**src/rtl/gb_gfx_pkg.sv**
```systemverilog
// Shared types and defaults for the bitmap graphics write path.
// Holds the default raster size, the shade type and the sequencer state encoding.
package gb_gfx_pkg;

  localparam int H_RES_DEF = 160;
  localparam int V_RES_DEF = 120;

  typedef logic [1:0] shade_t;

  typedef enum logic [1:0] {
    IDLE,
    CLEAR,
    SWAP
  } fws_state_t;

  // True when (x, y) lies inside the drawable area.
  function automatic logic in_frame(input logic [7:0] x, input logic [7:0] y,
                                    input int h_res, input int v_res);
    return (32'(x) < 32'(h_res)) && (32'(y) < 32'(v_res));
  endfunction

endpackage

```
**src/rtl/bitmap_raster_counter.sv**
```systemverilog
// Raster-order x/y address generator used by the clear engine.
// start rewinds to (0,0); step advances x, wrapping into the next row at H_RES-1.
module bitmap_raster_counter #(
  parameter int H_RES = 160,
  parameter int V_RES = 120
) (
  input  logic       clk,
  input  logic       reset_n,
  input  logic       start,
  input  logic       step,
  output logic [7:0] x,
  output logic [7:0] y,
  output logic       last
);

  logic x_at_end;
  logic y_at_end;

  assign x_at_end = (x == 8'(H_RES - 1));
  assign y_at_end = (y == 8'(V_RES - 1));
  assign last     = x_at_end && y_at_end;

  always_ff @(posedge clk or negedge reset_n) begin
    if (!reset_n) begin
      x <= 8'd0;
      y <= 8'd0;
    end else if (start) begin
      x <= 8'd0;
      y <= 8'd0;
    end else if (step) begin
      if (x_at_end) begin
        x <= 8'd0;
        y <= y_at_end ? 8'd0 : y + 8'd1;
      end else begin
        x <= x + 8'd1;
      end
    end
  end

endmodule

```
**src/rtl/frame_write_sequencer.sv**
```systemverilog
// Write-port sequencer for the double-buffered bitmap: streams PPU pixels, runs the
// clear engine, and handshakes buffer swaps with the display back end.
module frame_write_sequencer
  import gb_gfx_pkg::*;
#(
  parameter int          H_RES        = H_RES_DEF,
  parameter int          V_RES        = V_RES_DEF,
  parameter shade_t      CLEAR_COLOR  = 2'b00,
  parameter bit          AUTO_CLEAR   = 1'b1,
  parameter int unsigned SWAP_TIMEOUT = 1000000
) (
  input  logic        clk,
  input  logic        reset_n,
  input  logic        pix_valid,
  output logic        pix_ready,
  input  logic [7:0]  pix_x,
  input  logic [7:0]  pix_y,
  input  logic [1:0]  pix_color,
  input  logic        frame_done,
  input  logic        clear_req,
  output logic [7:0]  bm_x,
  output logic [7:0]  bm_y,
  output logic [1:0]  bm_color,
  output logic        bm_wr_en,
  output logic        bm_swap,
  input  logic        bm_swapped,
  output logic        busy,
  output logic [15:0] frame_count,
  output logic        swap_err
);

  logic        rst_meta;
  logic        rst_int_n;
  fws_state_t  state;
  fws_state_t  next_state;
  logic        clear_pend;
  logic        done_pend;
  logic [31:0] timer;
  logic        ras_start;
  logic        ras_step;
  logic        ras_last;
  logic [7:0]  ras_x;
  logic [7:0]  ras_y;
  logic        pix_accept;
  logic        swap_ack;
  logic        swap_timeout;

  // Reset asserts immediately but releases two clocks later, in step with clk.
  always_ff @(posedge clk or negedge reset_n) begin
    if (!reset_n) begin
      rst_meta  <= 1'b0;
      rst_int_n <= 1'b0;
    end else begin
      rst_meta  <= 1'b1;
      rst_int_n <= rst_meta;
    end
  end

  bitmap_raster_counter #(
    .H_RES(H_RES),
    .V_RES(V_RES)
  ) u_raster (
    .clk    (clk),
    .reset_n(rst_int_n),
    .start  (ras_start),
    .step   (ras_step),
    .x      (ras_x),
    .y      (ras_y),
    .last   (ras_last)
  );

  assign pix_ready    = rst_int_n && (state == IDLE) && !clear_pend && !done_pend;
  assign busy         = rst_int_n && ((state != IDLE) || clear_pend || done_pend);
  assign pix_accept   = pix_valid && pix_ready;
  assign swap_ack     = (state == SWAP) && bm_swapped;
  assign swap_timeout = (state == SWAP) && !bm_swapped && (SWAP_TIMEOUT != 0) &&
                        (timer == 32'(SWAP_TIMEOUT - 1));

  always_ff @(posedge clk or negedge rst_int_n) begin
    if (!rst_int_n) begin
      state <= IDLE;
    end else begin
      state <= next_state;
    end
  end

  always_comb begin
    next_state = state;
    ras_step   = 1'b0;
    ras_start  = 1'b0;
    case (state)
      IDLE: begin
        if (clear_pend) begin
          next_state = CLEAR;
        end else if (done_pend) begin
          next_state = SWAP;
        end
      end
      CLEAR: begin
        ras_step = 1'b1;
        if (ras_last) begin
          next_state = IDLE;
        end
      end
      SWAP: begin
        if (swap_ack) begin
          next_state = AUTO_CLEAR ? CLEAR : IDLE;
        end else if (swap_timeout) begin
          next_state = IDLE;
        end
      end
      default: next_state = IDLE;
    endcase
    ras_start = (next_state == CLEAR) && (state != CLEAR);
  end

  // A pulse arriving in the same cycle a request is serviced keeps the flag set.
  always_ff @(posedge clk or negedge rst_int_n) begin
    if (!rst_int_n) begin
      clear_pend <= 1'b0;
      done_pend  <= 1'b0;
      timer      <= 32'd0;
    end else begin
      if (clear_req) begin
        clear_pend <= 1'b1;
      end else if ((state == IDLE) && clear_pend) begin
        clear_pend <= 1'b0;
      end
      if (frame_done) begin
        done_pend <= 1'b1;
      end else if (swap_ack || swap_timeout) begin
        done_pend <= 1'b0;
      end
      timer <= (state == SWAP) ? timer + 32'd1 : 32'd0;
    end
  end

  always_ff @(posedge clk or negedge rst_int_n) begin
    if (!rst_int_n) begin
      bm_x        <= 8'd0;
      bm_y        <= 8'd0;
      bm_color    <= 2'b00;
      bm_wr_en    <= 1'b0;
      bm_swap     <= 1'b0;
      frame_count <= 16'd0;
      swap_err    <= 1'b0;
    end else begin
      bm_wr_en <= 1'b0;
      if (pix_accept) begin
        bm_x     <= pix_x;
        bm_y     <= pix_y;
        bm_color <= pix_color;
        bm_wr_en <= in_frame(pix_x, pix_y, H_RES, V_RES);
      end else if (state == CLEAR) begin
        bm_x     <= ras_x;
        bm_y     <= ras_y;
        bm_color <= CLEAR_COLOR;
        bm_wr_en <= 1'b1;
      end
      // bm_swap tracks the SWAP state exactly, so it drops on the ack or timeout edge.
      if ((state == IDLE) && (next_state == SWAP)) begin
        bm_swap <= 1'b1;
      end else if (swap_ack || swap_timeout) begin
        bm_swap <= 1'b0;
      end
      if (swap_ack) begin
        frame_count <= frame_count + 16'd1;
      end
      if (swap_timeout) begin
        swap_err <= 1'b1;
      end
    end
  end

endmodule

```
**config.mk**
```make
export PLATFORM = sky130hd
export DESIGN_NAME = frame_write_sequencer
export DESIGN_NICKNAME = d
export VERILOG_FILES = /design/src/rtl/gb_gfx_pkg.sv /design/src/rtl/bitmap_raster_counter.sv /design/src/rtl/frame_write_sequencer.sv
export SDC_FILE = /design/constraint.sdc
export NUM_CORES = 1
export LEC_CHECK = 0
export BUFFER_PORTS_ARGS = -buffer_cell sky130_fd_sc_hd__buf_2
export CAP_MARGIN = 30
export CORE_ASPECT_RATIO = 1.5
export CORE_UTILIZATION = 60
export CTS_CLUSTER_SIZE = 40
export DETAILED_ROUTE_END_ITERATION = 12
export GPL_ROUTABILITY_DRIVEN = 0
export PLACE_DENSITY_LB_ADDON = 0.12
export SKIP_LAST_GASP = 1
export SYNTH_ARGS = -nofsm -noshare
export SYNTH_HDL_FRONTEND = slang
export SYNTH_HIERARCHICAL = 1
export SYNTH_SLANG_ARGS = --single-unit
```
**constraint.sdc**
```tcl
create_clock -name clk -period 8.5 [get_ports clk]
set_input_delay 0.85 -clock clk [delete_from_list [all_inputs] [get_ports clk]]
set_output_delay 0.85 -clock clk [all_outputs]
set_load 0.005 [all_outputs]
```
==> run_results.csv <==
group,metric,value,unit
drt,wl,10100,microns
grt,met1_usage,0.349,
synth,synth_warnings,6,
power,power_density,153,nW/um^2
die,die_x,72.9,microns
grt,grtUsageMet2,0.455,
sta,tns,0,ns
critical_path,path_class,"register to output port",
synth,synth_seq_cells,91,
placed_design,hpwl,7010,microns
power,power.leakage,0.00241,uW
grt,antenna_found_initial,0,
synth,synthesis.nets,480,
layout,post-route-util,0.703,
layout,n_antenna_cell,0,
grt,grt_pass1_vias,3514,
drt,post-route-drc-count,0,
sta,final-max-slew-violation-count,0,
layout,num-nets-final,537,
grt,use_met3,0.0624,
synth,ys_types,58,
drt,drt_iter0_markers,272,
flow_run,cap_violations,0,
die,initial_core_util,0.622,
layout,drive_gt1_frac,0.187,
clock_network,clock_sinks,91,
clock_network,cts_setup_buffers,0,
sta,period_needed,2.96,ns
die,rows,38,
sta,skew,0.0117,ns
critical_path,critPathMaxFanout,54,
clock_network,cts_resized,0,
critical_path,worstPathArrival,2.11,ns
clock_network,cts_tree,"built",
synth,ys.flop_type,"dfrtp_1",
drt,via_count,3689,
sta,worst_pin_slew,0.989,ns
sta,fmax,338,MHz
synth,netlist_area,4520,sq um
min_path,worst_hold_path_type,"primary input to async pin",
die,core-area,7270,sq um
synth,synth_edf_count,0,
layout,stdcell_area,5110,sq um
critical_path,critPathLaunchType,"register",
sta,slew_headroom,0.334,
clock_network,holdBufCountCts,0,
power,ir_drop,0.133,mV
clock_network,cts_made_buffers,9,
grt,grt_first_pass_wirelength,16700,microns
grt,track_usage,0.279,
clock_network,h-tree-depth,3,
run_status,status,"finished, final reports clean",
sta,setup_violations,0,
grt,overflow,0,
placed_design,io_buffers,62,
die,io_pins,63,
drt,routed_via_density,6.02,
die,die-area,7900,sq um
critical_path,cpPeakStageDelay,0.75,ns
synth,syn_area_per_cell,10.0,sq um
critical_path,endpoint_kind,"output port",
critical_path,cp_slowest_cell,"dfrtp_4",
synth,syn_inst,451,
die,die_h,108,microns
critical_path,cp.required,7.65,ns
layout,syn2layout_area_growth,13.1,%
drt,firstDrtPassIters,5,
sta,finalHoldViolCount,0,
critical_path,critical_path.cell_chain,"buf_4 > and2_1 > buf_2",
sta,rsz0062_at_grt,"no",
grt,grt.busiest_layer,"met2",
power,power.total,783,uW
synth,ys_seq_area_frac,0.503,
drt,wl_per_cell,16.5,microns
clock_network,path_clk_slew,0.09,ns
grt,grt_max_degree,55,
clock_network,cts_max_path_buffers,2,
synth,synthArstFlopShare,1.00,
placed_design,postPlaceCellArea,4890,sq um
drt,ant_nets,0,
sta,fin_crit_sh,0.348,
clock_network,root_buffer,"clkbuf_8",
clock_network,clock_latency,0.37,ns
[sequential cells by signal, summed over array words and instances (netlist names)]
name,count
bm_x,8
done_pend,1
bm_y,8
timer,32
rst_meta,1
u_raster/y,8
u_raster/x,8
swap_err,1
bm_wr_en,1
rst_int_n,1
frame_count,16
bm_swap,1
bm_color,2
state,2
clear_pend,1
[through the flow]
step                hold slack (ns)  instances  worst slack, ns
CTS                           0.240        613             5.45
detailed placement            0.317        597             5.70
floorplan                     0.331        451             5.05
finish                        0.247        613             5.54
global placement              0.305        596             5.83
global route                  0.242        613             5.29
[cell type report]
class,count,area (sq um)
Clock buffer,11,141
Clock inverter,5,85.1
Fill cell,553,2160
Inverter,13,48.8
Multi-Input combinational cell,329,2090
Sequential cell,91,2280
Tap cell,100,125
Timing Repair Buffer,64,345
[synth_stat cells (10+ instances only)]
library cell  instances  area share
xor2_1               17       0.033
xnor2_1              14       0.027
inv_1                12       0.010
a22o_1               14       0.027
nand3_1              21       0.023
nand4_1              18       0.025
a21oi_1              16       0.018
o31ai_1              10       0.017
dfrtp_1              91        0.50
nor2_1               37       0.031
nor4_1               13       0.018
nand2_1              48       0.040
a21o_1               11       0.018
nor3_1               12       0.013
[worst paths after layout]
kind	start	endpoint	slack (ns)	cells after the start
setup / recovery	rst_int_n$_DFF_PN0_	pix_ready	5.54	3
hold / removal	reset_n	rst_int_n$_DFF_PN0_	0.25	1
setup reg to reg	state[1]$_DFF_PN0_	u_raster/y[0]$_DFFE_PN0P_	5.62	6
hold reg to reg	rst_int_n$_DFF_PN0_	u_raster/x[6]$_DFFE_PN0P_	0.30	0
max in group asynchronous	rst_int_n$_DFF_PN0_	timer[17]$_DFF_PN0_	7.15	1
min in group clk	rst_meta$_DFF_PN0_	rst_int_n$_DFF_PN0_	0.36	0
[worst max-delay path, delay by kind of cell (launching register included)]
kind                   cells  cell delay, ns
and+or+nand+nor            1            0.22
DFF                        1            0.75
buffers and inverters      2            0.75
[per-layer routing]
metal | vias up | wire length [microns]
met3 | 29 | 382
met2 | 110 | 5310
met4 | 0 | 300
met1 | 1806 | 4120
met5 | - | 0
li1 | 1744 | -
[cells in the final DEF (no fill, tap or decap), types with 8 or more instances in the layout]
| cell | count |
|---|---|
| dfrtp_1 | 90 |
| buf_2 | 62 |
| nand2_1 | 48 |
| nor2_1 | 37 |
| nand3_1 | 21 |
| nand4_1 | 18 |
| xor2_1 | 17 |
| a21oi_1 | 16 |
| xnor2_1 | 14 |
| a22o_1 | 14 |
| nor4_1 | 13 |
| nor3_1 | 12 |
| inv_1 | 12 |
| a21o_1 | 11 |
| o31ai_1 | 10 |
| clkbuf_8 | 10 |
| o21ai_0 | 9 |
| or4_1 | 8 |
[logic make-up after synthesis]
logic type,share of synthesized area
and+or+nand+nor,0.243
DFF,0.503
AOI/OAI and AO/OA,0.124
xor gates and xnor gates,0.0600
buffers and inverters,0.0349
muxes,0.0205
adders and majority gates,0.0138
other,0.000829
[power breakdown]
group	internal (uW)	switching [uW]	total (uW)
sequential	433	3.45	437
combinational	4.69	7.94	12.6
clock	175	159	334
total	613	170	783
Power figures use the tool's default switching activity.
